`src/rtl/memory_unit.sv`:
```
// Memory stage of the 5-stage pipelined MIPS: E->M register, word-addressed data
// memory, M->W register and the writeback result mux.
// Optional feature: define MU_MISALIGN_TRAP_EN to flag misaligned loads/stores,
// suppress misaligned stores and squash misaligned loads. Without it the low two
// address bits are ignored and MU_MisalignM is tied low.
module memory_unit #(
  parameter int unsigned WIDTH = 32,
  parameter int unsigned DEPTH = 64
) (
  input  logic             MU_CLK,
  input  logic             MU_RST,
  input  logic [WIDTH-1:0] MU_AluOutE,
  input  logic [WIDTH-1:0] MU_WriteDataE,
  input  logic [4:0]       MU_WriteRegE,
  input  logic             MU_RegWriteE,
  input  logic             MU_MemWriteE,
  input  logic             MU_MemToRegE,
  input  logic             MU_StallM,
  output logic [WIDTH-1:0] MU_AluOutM,
  output logic [4:0]       MU_WriteRegM,
  output logic             MU_RegWriteM,
  output logic             MU_MemToRegM,
  output logic [WIDTH-1:0] MU_ResultW,
  output logic [4:0]       MU_WriteRegW,
  output logic             MU_RegWriteW,
  output logic             MU_MisalignM
);

  localparam int unsigned AW = $clog2(DEPTH);

  // E->M pipeline register
  logic [WIDTH-1:0] alu_out_m_q;
  logic [WIDTH-1:0] write_data_m_q;
  logic [4:0]       write_reg_m_q;
  logic             reg_write_m_q;
  logic             mem_write_m_q;
  logic             mem_to_reg_m_q;

  // M->W pipeline register
  logic [WIDTH-1:0] alu_out_w_q;
  logic [WIDTH-1:0] read_data_w_q;
  logic [4:0]       write_reg_w_q;
  logic             reg_write_w_q;
  logic             mem_to_reg_w_q;

  // Data memory; contents deliberately have no reset
  logic [WIDTH-1:0] mem [DEPTH];

  logic [AW-1:0]    mem_idx;
  logic [WIDTH-1:0] read_data_m;
  logic             misalign_m;
  logic             store_en;
  logic             load_kill;

  // E->M register: load on every unstalled edge, hold while stalled
  always_ff @(posedge MU_CLK) begin
    if (MU_RST) begin
      alu_out_m_q    <= '0;
      write_data_m_q <= '0;
      write_reg_m_q  <= '0;
      reg_write_m_q  <= 1'b0;
      mem_write_m_q  <= 1'b0;
      mem_to_reg_m_q <= 1'b0;
    end else if (!MU_StallM) begin
      alu_out_m_q    <= MU_AluOutE;
      write_data_m_q <= MU_WriteDataE;
      write_reg_m_q  <= MU_WriteRegE;
      reg_write_m_q  <= MU_RegWriteE;
      mem_write_m_q  <= MU_MemWriteE;
      mem_to_reg_m_q <= MU_MemToRegE;
    end
  end

  // Word index: byte-offset bits dropped, upper bits dropped so addresses wrap
  always_comb begin
    mem_idx     = alu_out_m_q[AW+1:2];
    read_data_m = mem[mem_idx];
  end

  // Misalignment detection and its effect on stores/loads
  always_comb begin
`ifdef MU_MISALIGN_TRAP_EN
    misalign_m = (mem_write_m_q | mem_to_reg_m_q) & (alu_out_m_q[1:0] != 2'b00);
`else
    misalign_m = 1'b0;
`endif
    store_en  = mem_write_m_q & ~MU_StallM & ~misalign_m;
    load_kill = mem_to_reg_m_q & misalign_m;
  end

  // Data memory write port; a following load in M sees the data next cycle
  always_ff @(posedge MU_CLK) begin
    if (!MU_RST && store_en) begin
      mem[mem_idx] <= write_data_m_q;
    end
  end

  // M->W register: capture M on unstalled edges, insert a bubble while stalled
  always_ff @(posedge MU_CLK) begin
    if (MU_RST) begin
      alu_out_w_q    <= '0;
      read_data_w_q  <= '0;
      write_reg_w_q  <= '0;
      reg_write_w_q  <= 1'b0;
      mem_to_reg_w_q <= 1'b0;
    end else if (MU_StallM) begin
      reg_write_w_q <= 1'b0;
    end else begin
      alu_out_w_q    <= alu_out_m_q;
      read_data_w_q  <= load_kill ? '0 : read_data_m;
      write_reg_w_q  <= write_reg_m_q;
      reg_write_w_q  <= reg_write_m_q & ~load_kill;
      mem_to_reg_w_q <= mem_to_reg_m_q;
    end
  end

  // Stage outputs and writeback result mux
  always_comb begin
    MU_AluOutM   = alu_out_m_q;
    MU_WriteRegM = write_reg_m_q;
    MU_RegWriteM = reg_write_m_q;
    MU_MemToRegM = mem_to_reg_m_q;
    MU_MisalignM = misalign_m;
    MU_ResultW   = mem_to_reg_w_q ? read_data_w_q : alu_out_w_q;
    MU_WriteRegW = write_reg_w_q;
    MU_RegWriteW = reg_write_w_q;
  end

endmodule
```
`config.mk`:
```
export PLATFORM = sky130hd
export DESIGN_NAME = memory_unit
export DESIGN_NICKNAME = d
export VERILOG_FILES = /design/src/rtl/memory_unit.sv
export SDC_FILE = /design/constraint.sdc
export NUM_CORES = 2
export LEC_CHECK = 0
export BUFFER_PORTS_ARGS = -buffer_cell sky130_fd_sc_hd__buf_2
export CAP_MARGIN = 20
export CORE_MARGIN = 1
export CORE_UTILIZATION = 45
export DETAILED_ROUTE_END_ITERATION = 10
export SLEW_MARGIN = 5
export SYNTH_ARGS = -nofsm -noshare
export SYNTH_HDL_FRONTEND = slang
export SYNTH_SLANG_ARGS = --single-unit
```
`constraint.sdc`:
```
create_clock -name MU_CLK -period 5 [get_ports MU_CLK]
set_clock_uncertainty 0.2 [all_clocks]
set_input_delay 1.5 -clock MU_CLK [delete_from_list [all_inputs] [get_ports MU_CLK]]
set_output_delay 1.5 -clock MU_CLK [all_outputs]
set_load 0.02 [all_outputs]
```
# Yosys cells after proc, flatten, opt, wreduce, memory -nomap -nowiden

Memory sizes are Yosys's and may differ from the RTL's. A register that Yosys moved wholly into a read port is not among the register bits.
Index checks and enable logic that the tools add are counted.

Bits in registers: 111
Latch bits: 0
Bits in writable memories: 2048
Bits in read-only memories: 0
Output and inout port bits: 78
Memories: 1

Memory list:

| name | words | width | read ports | clocked after Yosys merged registers in | write ports | RTL line | RTL |
|---|---|---|---|---|---|---|---|
| mem  | 64    | 32    | 1          | 1                                       | 1           | 47       | `logic [WIDTH-1:0] mem [DEPTH];` |

$add $sub $neg: 0
$mul: 0
Div/mod/pow operators: 0
Magnitude comparators: 0
Equality and inequality tests: 0
Shift operators: 0
Muxes and demuxes: 3
Bitwise gates (word level): 2
Reduce and logical (&&, ||, !) cells: 4

Operators with widths:

| kind               | number |
|---|---|
| two-way mux 32 bit | 1 |
| logical NOT 1 bit  | 2 |
| two-way mux 1 bit  | 2 |
| OR reduction 2 bit | 1 |
| AND 1 bit          | 1 |
| logical AND 1 bit  | 1 |
| NOT 1 bit          | 1 |

# Depth between registers and ports, before layout

Word-level depth: 5
Gate-level depth with buffers: 12
Gate-level depth less buffers: 6

# Worst setup path after synthesis

Ideal clock, no wire load.

Path type: in2reg
Start point: input port MU_RST
End point: memory mem[12][0] (enable)
Library setup time: 421 ps
Arrival: 3966 ps
Slack: 413 ps
Stages: 4
Buffers on the path: 1
Cells stage by stage: clkbuf_1 nor3b_1 nand3_1 nor2_1

Cells in the longest elaborated chain, start to end: 4

Ends and longest elaborated chain:

| item                                    | RTL line | RTL |
|---|---|---|
| from (decl)                             | 11       | `input logic MU_RST,` |
| logical NOT 1 bit                       | 93       | `if (!MU_RST && store_en) begin` |
| logical AND 1 bit                       | 93       |  |
| two-way mux 1 bit                       | 93       |  |
| two-way mux 1 bit (implied by the code) | 94       | `mem[mem_idx] <= write_data_m_q;` |
| to (decl)                               | 47       |  |

Every way passes these cells.

==> out/summary.log <==
INFO  run_status     status=completed
INFO  cells_and_area mostFrequentLayoutCells=edfxtp_1, mux2i_1, buf_4
INFO  min_path       holdPathStages=2
INFO  floorplanning  rows=158
INFO  clocking       postCtsResizedCells=0
INFO  synthesis      synth_enable_flop_cells=2048
INFO  sta            slew_headroom=14.8%
INFO  setup_path     worst_setup_path_end_kind=flip-flop
INFO  floorplanning  ioPinCount=153
INFO  setup_path     regToRegSetupSlack=440ps
INFO  sta            rsz0062_at_grt=no
INFO  sta            clock.fmax=219MHz
INFO  synthesis      synth_seq_cells=2191
INFO  place          routabilityCongestion=1.02
INFO  cells_and_area design.final.nets=5127
INFO  global_route   grt_max_degree=94
INFO  global_route   grt_pass1_vias=46400
INFO  cells_and_area areaGrowthSynthToFinish=15.0%
INFO  power_and_ir_drop leakage_power=0.0303uW
INFO  sta            finalHoldViolCount=0
INFO  synthesis      postSynthAreaPerCell=17.9um2
INFO  setup_path     crit-reg2reg-launch=MU_AluOutM[4]$_SDFFE_PP0N_
INFO  global_route   track_usage=29.1%
INFO  synthesis      largest_area_contributor_in_the_synthesized_netlist=edfxtp_1
INFO  clocking       cts_max_path_buffers=3
INFO  clocking       cts.reportedPaths.clkPinSlew=60ps
INFO  sta            finalCriticalPeriod=4560ps
INFO  min_path       hold_path_class=flip-flop to flip-flop
INFO  synthesis      unique_cell_type_count_in_the_yosys_netlist=73
INFO  routing        routed_via_density=6.43
INFO  routing        route.detailed.drc=0
INFO  clocking       ctsRootBufferMaster=clkbuf_16
INFO  synthesis      synth.yosys.seq_area_share=76.5%
INFO  routing        post_detailed_route_count_of_antenna_violating_nets=0
INFO  setup_path     worstPathMaxFanout=31
INFO  setup_path     timing.critical_path.from_type=flip-flop
INFO  cells_and_area proportion_of_layout_cells_with_a_drive_suffix_above_1=23.1%
INFO  setup_path     worst_r2r_end=read_data_w_q[20]$_SDFFE_PP0N_
INFO  routing        drt_first_pass_iters=6
INFO  synthesis      portion_of_synthesized_cell_area_occupied_by_the_leading_cell_type=73.1%
INFO  synthesis      synthesis.yosys.warnings=0
INFO  sta            post_route_clock_period_utilization=91.3%
INFO  setup_path     timing.setup.critical_path_class=flip-flop to flip-flop
INFO  place          detailedPlace.worstSlack=607ps
INFO  sta            report.final.setup_viol=0
INFO  synthesis      dominantRegCellSynth=edfxtp_1
INFO  synthesis      synth_cell_area=84200um2
INFO  place          dp_hpwl=169mm
INFO  setup_path     worstPathRequired=5560ps
INFO  min_path       worst_hold_startpoint=alu_out_w_q[24]$_SDFFE_PP0N_
INFO  sta            worst-slew-pin-transition=1270ps
INFO  floorplanning  floorplan.core_area=186000um2
INFO  routing        detail_route.iter0.violations=8032
INFO  routing        post_drt_wl_per_cell=35.8um
INFO  floorplanning  die_width=434um
INFO  global_route   first_pass_grt_wire_length=379mm
INFO  clocking       clk-insertion-delay-late=890ps
INFO  floorplanning  die_h=434um
INFO  place          place.port_buffers=151
INFO  sta            timing.setup.tns=0ps
INFO  clocking       numClockSinks=2191
INFO  sta            final_critical_path_setup_slack=436ps
INFO  synthesis      synthesis.instances=4703
INFO  floorplanning  floorplan.initialDensity=45.3%
INFO  synthesis      netlist_top_cells_area=edfxtp_1, mux2i_1, dfxtp_1, mux4_2, a221oi_1
INFO  synthesis      async_reset_ff_share=0%
INFO  clocking       postCtsSetupRepairBufs=0
INFO  global_route   globalRouteOverflowTotal=0
INFO  min_path       whs_endpoint=alu_out_w_q[24]$_SDFFE_PP0N_
INFO  setup_path     critPathArrivalTime=5130ps
INFO  power_and_ir_drop vdd_ir_drop_max=0.411mV
INFO  routing        total_vias_in_the_final_route=49700
INFO  setup_path     worst_case_reg_to_reg_path_depth=8
INFO  clocking       htree_num_levels=4
INFO  synthesis      mapped_nets=4778
INFO  floorplanning  die_area=189000um2
INFO  cells_and_area mostFrequentLayoutCell=edfxtp_1
INFO  clocking       cts_hold_fix_bufs=0
INFO  clocking       cts_inserted_buffers=216
INFO  global_route   antenna_found_initial=22
INFO  sta            drv_slew=0
INFO  run            cap_violations=0
INFO  power_and_ir_drop power_per_cell_area=405nW/um2
INFO  clocking       tritoncts=built
INFO  routing        drt_wl_total=277mm
==> layout make-up <==
| type | instances | area [um2] |
|---|---|---|
| Tap cell | 2480 | 3100 |
| Clock inverter | 143 | 1370 |
| Inverter | 26 | 105 |
| Clock buffer | 267 | 5650 |
| Sequential cell | 2191 | 64400 |
| Timing Repair Buffer | 470 | 3640 |
| Antenna cell | 11 | 27.5 |
| Multi-Input combinational cell | 2147 | 18500 |
| Fill cell | 14800 | 88900 |
==> cells by family after synthesis <==
family | Yosys count | share of synthesized area [%]
buf+inv | 365 | 2.29
mux | 668 | 9.99
simple gates | 447 | 2.25
other cells | 1 | 0.00446
flops | 2191 | 76.5
compound gates | 1031 | 9.01
==> registers in the layout, summed over array words and instances (netlist names) <==
| signal | count |
|---|---|
| write_data_m_q | 32 |
| MU_RegWriteM | 1 |
| MU_RegWriteW | 1 |
| mem_write_m_q | 1 |
| MU_WriteRegM | 5 |
| mem | 2048 |
| MU_AluOutM | 32 |
| MU_WriteRegW | 5 |
| mem_to_reg_w_q | 1 |
| read_data_w_q | 32 |
| alu_out_w_q | 32 |
| MU_MemToRegM | 1 |
==> worst max path at each step <==
stage                                           start                        endpoint  slack [ps]  cells past startpoint
final                      MU_AluOutM[4]$_SDFFE_PP0N_  read_data_w_q[20]$_SDFFE_PP0N_         440                      8
after floorplan                                MU_RST            mem[12][0]$_DFFE_PP_         410                      4
after CTS                 mem_to_reg_w_q$_SDFFE_PP0N_                  MU_ResultW[31]         560                      3
after global routing       MU_AluOutM[3]$_SDFFE_PP0N_  read_data_w_q[16]$_SDFFE_PP0N_         460                      7
after global placement                      MU_StallM            mem[8][19]$_DFFE_PP_         590                      7
after detailed placement                    MU_StallM             mem[8][3]$_DFFE_PP_         610                      7
==> report_power, final <==
part	switching (uW)	internal (uW)	total [uW]
Clock	7100	9080	16200
Combinational	1850	787	2630
Sequential	207	20100	20300
==> synth_stat cells (22+ instances only) <==
cell type  instances
edfxtp_1        2048
mux2i_1          373
nor2_1           284
a221oi_1         226
mux2_2           174
dfxtp_1          143
o22ai_1          130
a21oi_1          128
clkbuf_1         124
o21ai_0          124
mux4_2           120
a22oi_1          119
buf_2            116
nand2_1           80
a22o_1            70
buf_4             54
a221o_1           38
a31oi_1           31
inv_1             23
nand3_1           23
o22a_1            23
o211ai_1          22
==> stage by stage <==
step	utilization (%)	hold slack, ps	total power [uW]	area, um2	instances
after CTS	52.1	299	39200	96700	7723
after global routing	52.1	327	40000	96700	7725
final	52.1	294	39200	96800	7735
after global placement	48.3	267	23300	89700	7312
after detailed placement	48.3	284	23300	89700	7313
after floorplan	-	248	22000	84200	4703
==> metal layers <==
metal	vias up	share of wire (%)	GRT usage (%)
met1	25700	38	39.9
met3	634	12	7.42
li1	20000	-	-
met2	3431	44	42.8
met4	8	6.1	15.5
met5	-	0.057	0
==> worst max-delay path: stages, from the launching register on <==
cell       delay (ps)
dfxtp_4           750
buf_12            360
buf_4             230
nand2b_1          410
buf_4             280
o22ai_1            90
o21ai_0           890
o2111ai_1         700
o31a_1            450
No activity file was read; power rests on OpenSTA's default activity.
